File: src/rtl/store_buffer_pkg.sv
// Shared types and helpers for the kernel store buffer: entry layout,
// default widths and the pointer-width function.
package store_buffer_pkg;

  localparam int DATA_WIDTH_DEF = 32;
  localparam int ADDR_WIDTH_DEF = 5;

  typedef struct packed {
    logic [ADDR_WIDTH_DEF-1:0] addr;
    logic [DATA_WIDTH_DEF-1:0] data;
  } store_entry_t;

  function automatic int clog2_depth(input int depth);
    int r;
    r = 0;
    for (int i = 0; i < 31; i++) begin
      if ((32'd1 << i) < 32'(depth)) r = i + 1;
    end
    return r;
  endfunction

endpackage

File: src/rtl/store_fwd_match.sv
// Youngest-match search over the occupied FIFO entries, walking from the head
// (oldest) towards the tail so that later matches override earlier ones.
module store_fwd_match
  import store_buffer_pkg::*;
#(
  parameter int ADDR_WIDTH = ADDR_WIDTH_DEF,
  parameter int DEPTH      = 4,
  localparam int PTR_W     = clog2_depth(DEPTH)
) (
  input  logic [DEPTH-1:0][ADDR_WIDTH-1:0] addrs_i,
  input  logic [PTR_W-1:0]                 head_i,
  input  logic [PTR_W:0]                   count_i,
  input  logic [ADDR_WIDTH-1:0]            raddr_i,
  output logic                             hit_o,
  output logic [PTR_W-1:0]                 idx_o
);

  logic [PTR_W-1:0] pos_s;
  logic             match_s;

  // priority scan: oldest first, youngest valid match left standing
  always_comb begin
    hit_o   = 1'b0;
    idx_o   = {PTR_W{1'b0}};
    pos_s   = {PTR_W{1'b0}};
    match_s = 1'b0;
    for (int k = 0; k < DEPTH; k++) begin
      pos_s   = head_i + PTR_W'(k);
      match_s = ((PTR_W+1)'(k) < count_i) && (addrs_i[pos_s] == raddr_i);
      hit_o   = hit_o | match_s;
      idx_o   = match_s ? pos_s : idx_o;
    end
  end

endmodule

File: src/rtl/store_buffer.sv
// In-order store FIFO between an HLS kernel store port and a RAM write port,
// with load forwarding so buffered stores are never shadowed by stale RAM data.
module store_buffer
  import store_buffer_pkg::*;
#(
  parameter int DATA_WIDTH = DATA_WIDTH_DEF,
  parameter int ADDR_WIDTH = ADDR_WIDTH_DEF,
  parameter int DEPTH      = 4,
  localparam int PTR_W     = clog2_depth(DEPTH)
) (
  input  logic                  clk,
  input  logic                  rst,
  input  logic                  wen_in,
  input  logic [ADDR_WIDTH-1:0] waddr_in,
  input  logic [DATA_WIDTH-1:0] wdata_in,
  output logic                  in_ready,
  input  logic [ADDR_WIDTH-1:0] raddr_in,
  output logic [DATA_WIDTH-1:0] rdata_out,
  input  logic                  drain_en,
  output logic                  mem_wen,
  output logic [ADDR_WIDTH-1:0] mem_waddr,
  output logic [DATA_WIDTH-1:0] mem_wdata,
  output logic [ADDR_WIDTH-1:0] mem_raddr,
  input  logic [DATA_WIDTH-1:0] mem_rdata,
  output logic [PTR_W:0]        count,
  output logic                  empty,
  output logic                  overflow
);

  localparam logic [PTR_W-1:0] PTR_ONE = PTR_W'(1'b1);
  localparam logic [PTR_W:0]   CNT_ONE = (PTR_W+1)'(1'b1);
  localparam logic [PTR_W:0]   CNT_MAX = (PTR_W+1)'(DEPTH);

  logic [DEPTH-1:0][ADDR_WIDTH-1:0] addr_q;
  logic [DEPTH-1:0][DATA_WIDTH-1:0] data_q;

  logic [PTR_W-1:0]      head_q, head_d;
  logic [PTR_W-1:0]      tail_q, tail_d;
  logic [PTR_W:0]        count_q, count_d;
  logic                  empty_q, in_ready_q, overflow_q, overflow_d;
  logic                  hit_q;
  logic [DATA_WIDTH-1:0] fwd_data_q;

  logic                  full_s, push_s, pop_s;
  logic                  fwd_hit_s;
  logic [PTR_W-1:0]      fwd_idx_s;

  // full is registered state, so a pop on this edge never frees room for a push
  always_comb begin
    full_s     = (count_q == CNT_MAX);
    push_s     = wen_in & ~full_s;
    pop_s      = ~empty_q & drain_en;
    overflow_d = overflow_q | (wen_in & full_s);
    if (push_s) begin
      tail_d = tail_q + PTR_ONE;
    end else begin
      tail_d = tail_q;
    end
    if (pop_s) begin
      head_d = head_q + PTR_ONE;
    end else begin
      head_d = head_q;
    end
    case ({push_s, pop_s})
      2'b10:   count_d = count_q + CNT_ONE;
      2'b01:   count_d = count_q - CNT_ONE;
      default: count_d = count_q;
    endcase
  end

  store_fwd_match #(
    .ADDR_WIDTH(ADDR_WIDTH),
    .DEPTH     (DEPTH)
  ) u_match (
    .addrs_i (addr_q),
    .head_i  (head_q),
    .count_i (count_q),
    .raddr_i (raddr_in),
    .hit_o   (fwd_hit_s),
    .idx_o   (fwd_idx_s)
  );

  // control state, status flags and the forwarding register
  always_ff @(posedge clk) begin
    if (rst) begin
      head_q     <= {PTR_W{1'b0}};
      tail_q     <= {PTR_W{1'b0}};
      count_q    <= {(PTR_W+1){1'b0}};
      empty_q    <= 1'b1;
      in_ready_q <= 1'b1;
      overflow_q <= 1'b0;
      hit_q      <= 1'b0;
      fwd_data_q <= {DATA_WIDTH{1'b0}};
    end else begin
      head_q     <= head_d;
      tail_q     <= tail_d;
      count_q    <= count_d;
      empty_q    <= (count_d == {(PTR_W+1){1'b0}});
      in_ready_q <= (count_d != CNT_MAX);
      overflow_q <= overflow_d;
      hit_q      <= fwd_hit_s;
      fwd_data_q <= data_q[fwd_idx_s];
    end
  end

  // entry storage is deliberately left unreset
  always_ff @(posedge clk) begin
    if (push_s) begin
      addr_q[tail_q] <= waddr_in;
      data_q[tail_q] <= wdata_in;
    end
  end

  assign in_ready  = in_ready_q;
  assign count     = count_q;
  assign empty     = empty_q;
  assign overflow  = overflow_q;
  assign mem_wen   = pop_s;
  assign mem_waddr = addr_q[head_q];
  assign mem_wdata = data_q[head_q];
  assign mem_raddr = raddr_in;
  assign rdata_out = hit_q ? fwd_data_q : mem_rdata;

endmodule

File: config.mk
export PLATFORM = sky130hd
export DESIGN_NAME = store_buffer
export DESIGN_NICKNAME = d
export VERILOG_FILES = /design/src/rtl/store_buffer_pkg.sv /design/src/rtl/store_fwd_match.sv /design/src/rtl/store_buffer.sv
export SDC_FILE = /design/constraint.sdc
export NUM_CORES = 1
export LEC_CHECK = 0
export CORE_AREA = 2 2 145 147
export DETAILED_ROUTE_END_ITERATION = 10
export DIE_AREA = 0 0 147 149
export GPL_ROUTABILITY_DRIVEN = 1
export GPL_TIMING_DRIVEN = 1
export PLACE_DENSITY = 0.8
export SLEW_MARGIN = 20
export SYNTH_ARGS = -nofsm -noshare
export SYNTH_HDL_FRONTEND = slang
export SYNTH_SLANG_ARGS = --single-unit
File: constraint.sdc
create_clock -name clk -period 3.7 [get_ports clk]
set_input_delay 0.37 -clock clk [delete_from_list [all_inputs] [get_ports clk]]
set_output_delay 0.37 -clock clk [all_outputs]
set_load 0.1 [all_outputs]
==> results_dict.tcl <==
set metrics [dict create \
    final_layout_size_suffix_gt1_frac 0.242 \
    placed_area_sq_mm 0.0129 \
    cts_resized 0 \
    ant_nets 0 \
    p_sw_w 0.00212 \
    cts.sinks 191 \
    post_drt_wl_per_cell_um 21.4 \
    synthFlopType "edfxtp_1" \
    gr-max-usage-layer "met2" \
    io_pins 159 \
    ys_warn_count 0 \
    cts-root-buf "clkbuf_16" \
    dieArea_sq_mm 0.0219 \
    synth_most_common_cell "edfxtp_1" \
    dp_cells 1292 \
    hold_path_class "input pin to register" \
    grt_pass1_wl_mm 44.1 \
    drc 0 \
    grt.overflow.total 0 \
    final_cell_area_sq_mm 0.0134 \
    worst_clock_skew_ns 0.0100 \
    critical_path_class "register to register" \
    p_clk_frac 0.281 \
    crit_arrival_ns 3.78 \
    syn-instance-count 935 \
    max_freq_mhz 291 \
    finalCritPeriodShare 0.928 \
    maxSlewHeadroom 0.336 \
    rows 53 \
    ys_types 44 \
    grt_pass1_vias 8302 \
    clk_pin_slew_worst_paths_ns 0.07 \
    drtIter0Drc 820 \
    met3_usage 0.0557 \
    tritoncts "built" \
    async_flop_share 0 \
    drt_wl_total_mm 28.4 \
    synth_top_family_by_area "multiplexers" \
    tightest_slew_ns 0.993 \
    cap_violations 0 \
    final.setup.tns_ns 0 \
    firstDrtPassIters 7 \
    p_leak_nw 4.30 \
    yosys.area.top_type "edfxtp_1" \
    synth_top_area_share 0.395 \
    die_w_um 147 \
    finalSetupViolCount 0 \
    vdd.ir_drop.worst_uv 339 \
    grt_use_met2 0.433 \
    final_cells 1324 \
    slew_viol_final 0 \
    timing.final.hold_violations 0 \
    p_sw_frac 0.345 \
    vias 8818 \
    synth_common_cells "148 x edfxtp_1, 98 x nor3_1, 85 x nor2_1" \
    cp-start-kind "register" \
    yosys_register_bits 191 \
    die_h_um 149 \
    place_congestion 0.764 \
    grt_usage 0.258 \
    via_per_inst 6.66 \
    area_delta_synth_final_pct 19.4 \
    period_needed_ns 3.43 \
    yosys.area_share.adder 0.0111 \
    cts_buffers 17 \
    antenna_found_initial 0 \
    synth_compound_area_frac 0.175 \
    syn_nets 1023 \
    place.port_buffers 158 \
    synth_simple_gate_area_share 0.0838 \
    cts_setup_buffers 0 \
    cts_hold_buf 0 \
    htree_num_levels 4 \
    synth_area_per_cell_sq_um 12.0 \
    synth_area_sq_mm 0.0112 \
    dp_hpwl_mm 17.5 \
    intPower_w 0.00402 \
    synth_edf_count 148 \
    end_kind "register" \
    ys_seq_area_frac 0.472 \
    outcome "finished clean" \
    grt_max_degree 163 \
    gr-usage-met1 0.342 \
    fp.coreArea_sq_mm 0.0206 \
    synth_xor_area_frac 0.0187 \
    synth_area_leaders "edfxtp_1 40%, mux4_2 10%, dfxtp_1 7.7%" \
    clk_latency_ns 0.42 \
    comb_power_share 0.300 \
    clock_path_buffers 2 \
    synthMuxAreaShare 0.194 \
    rsz0062_at_grt "false" \
    layout.nets 1124 \
    final_core_util 0.653 \
    pwr-share-seq 0.419 \
    required_ns 4.05 \
    start_util 0.547 \
    path_max_fanout 24 \
    p_per_area_mw_per_mm2 457 \
    n_antenna_cell 0 \
]
[per-stage QoR]
step                      power [W]  hold WS [ns]  setup WS [ns]
after floorplan             0.00403         0.469          0.226
after global placement      0.00442         0.458          0.440
after detailed placement    0.00445         0.468          0.336
after CTS                   0.00616         0.443          0.288
after global routing        0.00635         0.467         0.0494
final                       0.00614         0.461          0.268
[metal layers]
| layer | routed length, um | up-vias | share of wire |
|---|---|---|---|
| li1 | - | 3966 | - |
| met1 | 11500 | 4333 | 0.41 |
| met2 | 13900 | 469 | 0.49 |
| met3 | 2500 | 50 | 0.088 |
| met4 | 481 | 0 | 0.017 |
| met5 | 0 | - | 0 |
[flip-flops by register name, summed over array words and instances (netlist names)]
register and flops:
addr_q 20, count 3, data_q 128, empty 1, fwd_data_q 32, head_q 2
hit_q 1, in_ready 1, overflow 1, tail_q 2
[cell families after synthesis]
| group | Yosys count |
|---|---|
| flops | 191 |
| compound gates | 244 |
| buf+inv | 113 |
| xor+xnor | 24 |
| mux | 149 |
| fa+ha+maj | 10 |
| simple gates | 204 |
[worst max-delay path, stage by stage (launching register included)]
cell and delay (ns):
dfxtp_4 0.58, mux4_2 0.58, xnor2_1 0.19, nand4_1 0.20
a211oi_1 0.51, or2_4 0.40, buf_12 0.24, o221ai_1 0.15
a22o_1 0.29, a211oi_2 0.21
[placed cells by master, fill, tap and decap left out, types with 2 or more instances in the layout]
cell	synthesis	layout
and2_2	0	5
xor2_1	10	10
buf_12	0	7
inv_4	0	2
o21ai_0	33	33
inv_1	8	8
a211oi_2	30	30
mux2i_1	65	65
edfxtp_1	148	148
a211oi_1	4	4
dfxtp_1	43	40
clkinv_2	0	4
clkbuf_16	0	17
clkbuf_8	0	5
ha_1	10	10
xnor2_1	14	14
nand4_1	2	2
a21oi_1	37	37
mux4_2	52	52
o221ai_1	65	65
mux2_2	32	32
nor2_1	85	85
buf_4	7	86
dfxtp_4	0	2
clkinv_4	0	2
clkdlybuf4s50_1	0	92
nand2_1	6	5
a32oi_1	32	32
and2_1	7	2
a22o_1	32	32
clkbuf_1	63	2
nor3_1	98	98
[layout make-up]
cell class / count / area, sq um
Multi-Input combinational cell: 631 / 5470
Sequential cell: 191 / 5310
Clock inverter: 8 / 53.8
Inverter: 9 / 35.0
Tap cell: 275 / 344
Fill cell: 1536 / 7130
Clock buffer: 24 / 502
Timing Repair Buffer: 186 / 1710
[path summary, 6_finish.rpt]
path,startpoint,endpoint,slack [ns],cells past startpoint
worst max-delay path,head_q[0]$_SDFFE_PP0P_,fwd_data_q[9]$_SDFF_PP0_,0.27,9
worst min-delay path,rst,overflow$_SDFF_PP0_,0.46,2
worst max register to register,head_q[0]$_SDFFE_PP0P_,fwd_data_q[9]$_SDFF_PP0_,0.27,9
worst min register to register,overflow$_SDFF_PP0_,overflow$_SDFF_PP0_,0.49,2
[power groups by stage]
stage                     logic [W]  clock network, W  registers [W]
after floorplan             0.00142                 0        0.00261
after global placement      0.00181                 0        0.00262
after detailed placement    0.00183                 0        0.00262
after CTS                   0.00184           0.00174        0.00257
after global routing        0.00193           0.00182        0.00259
final                       0.00184           0.00173        0.00257
(Power assumes the default switching activity.)
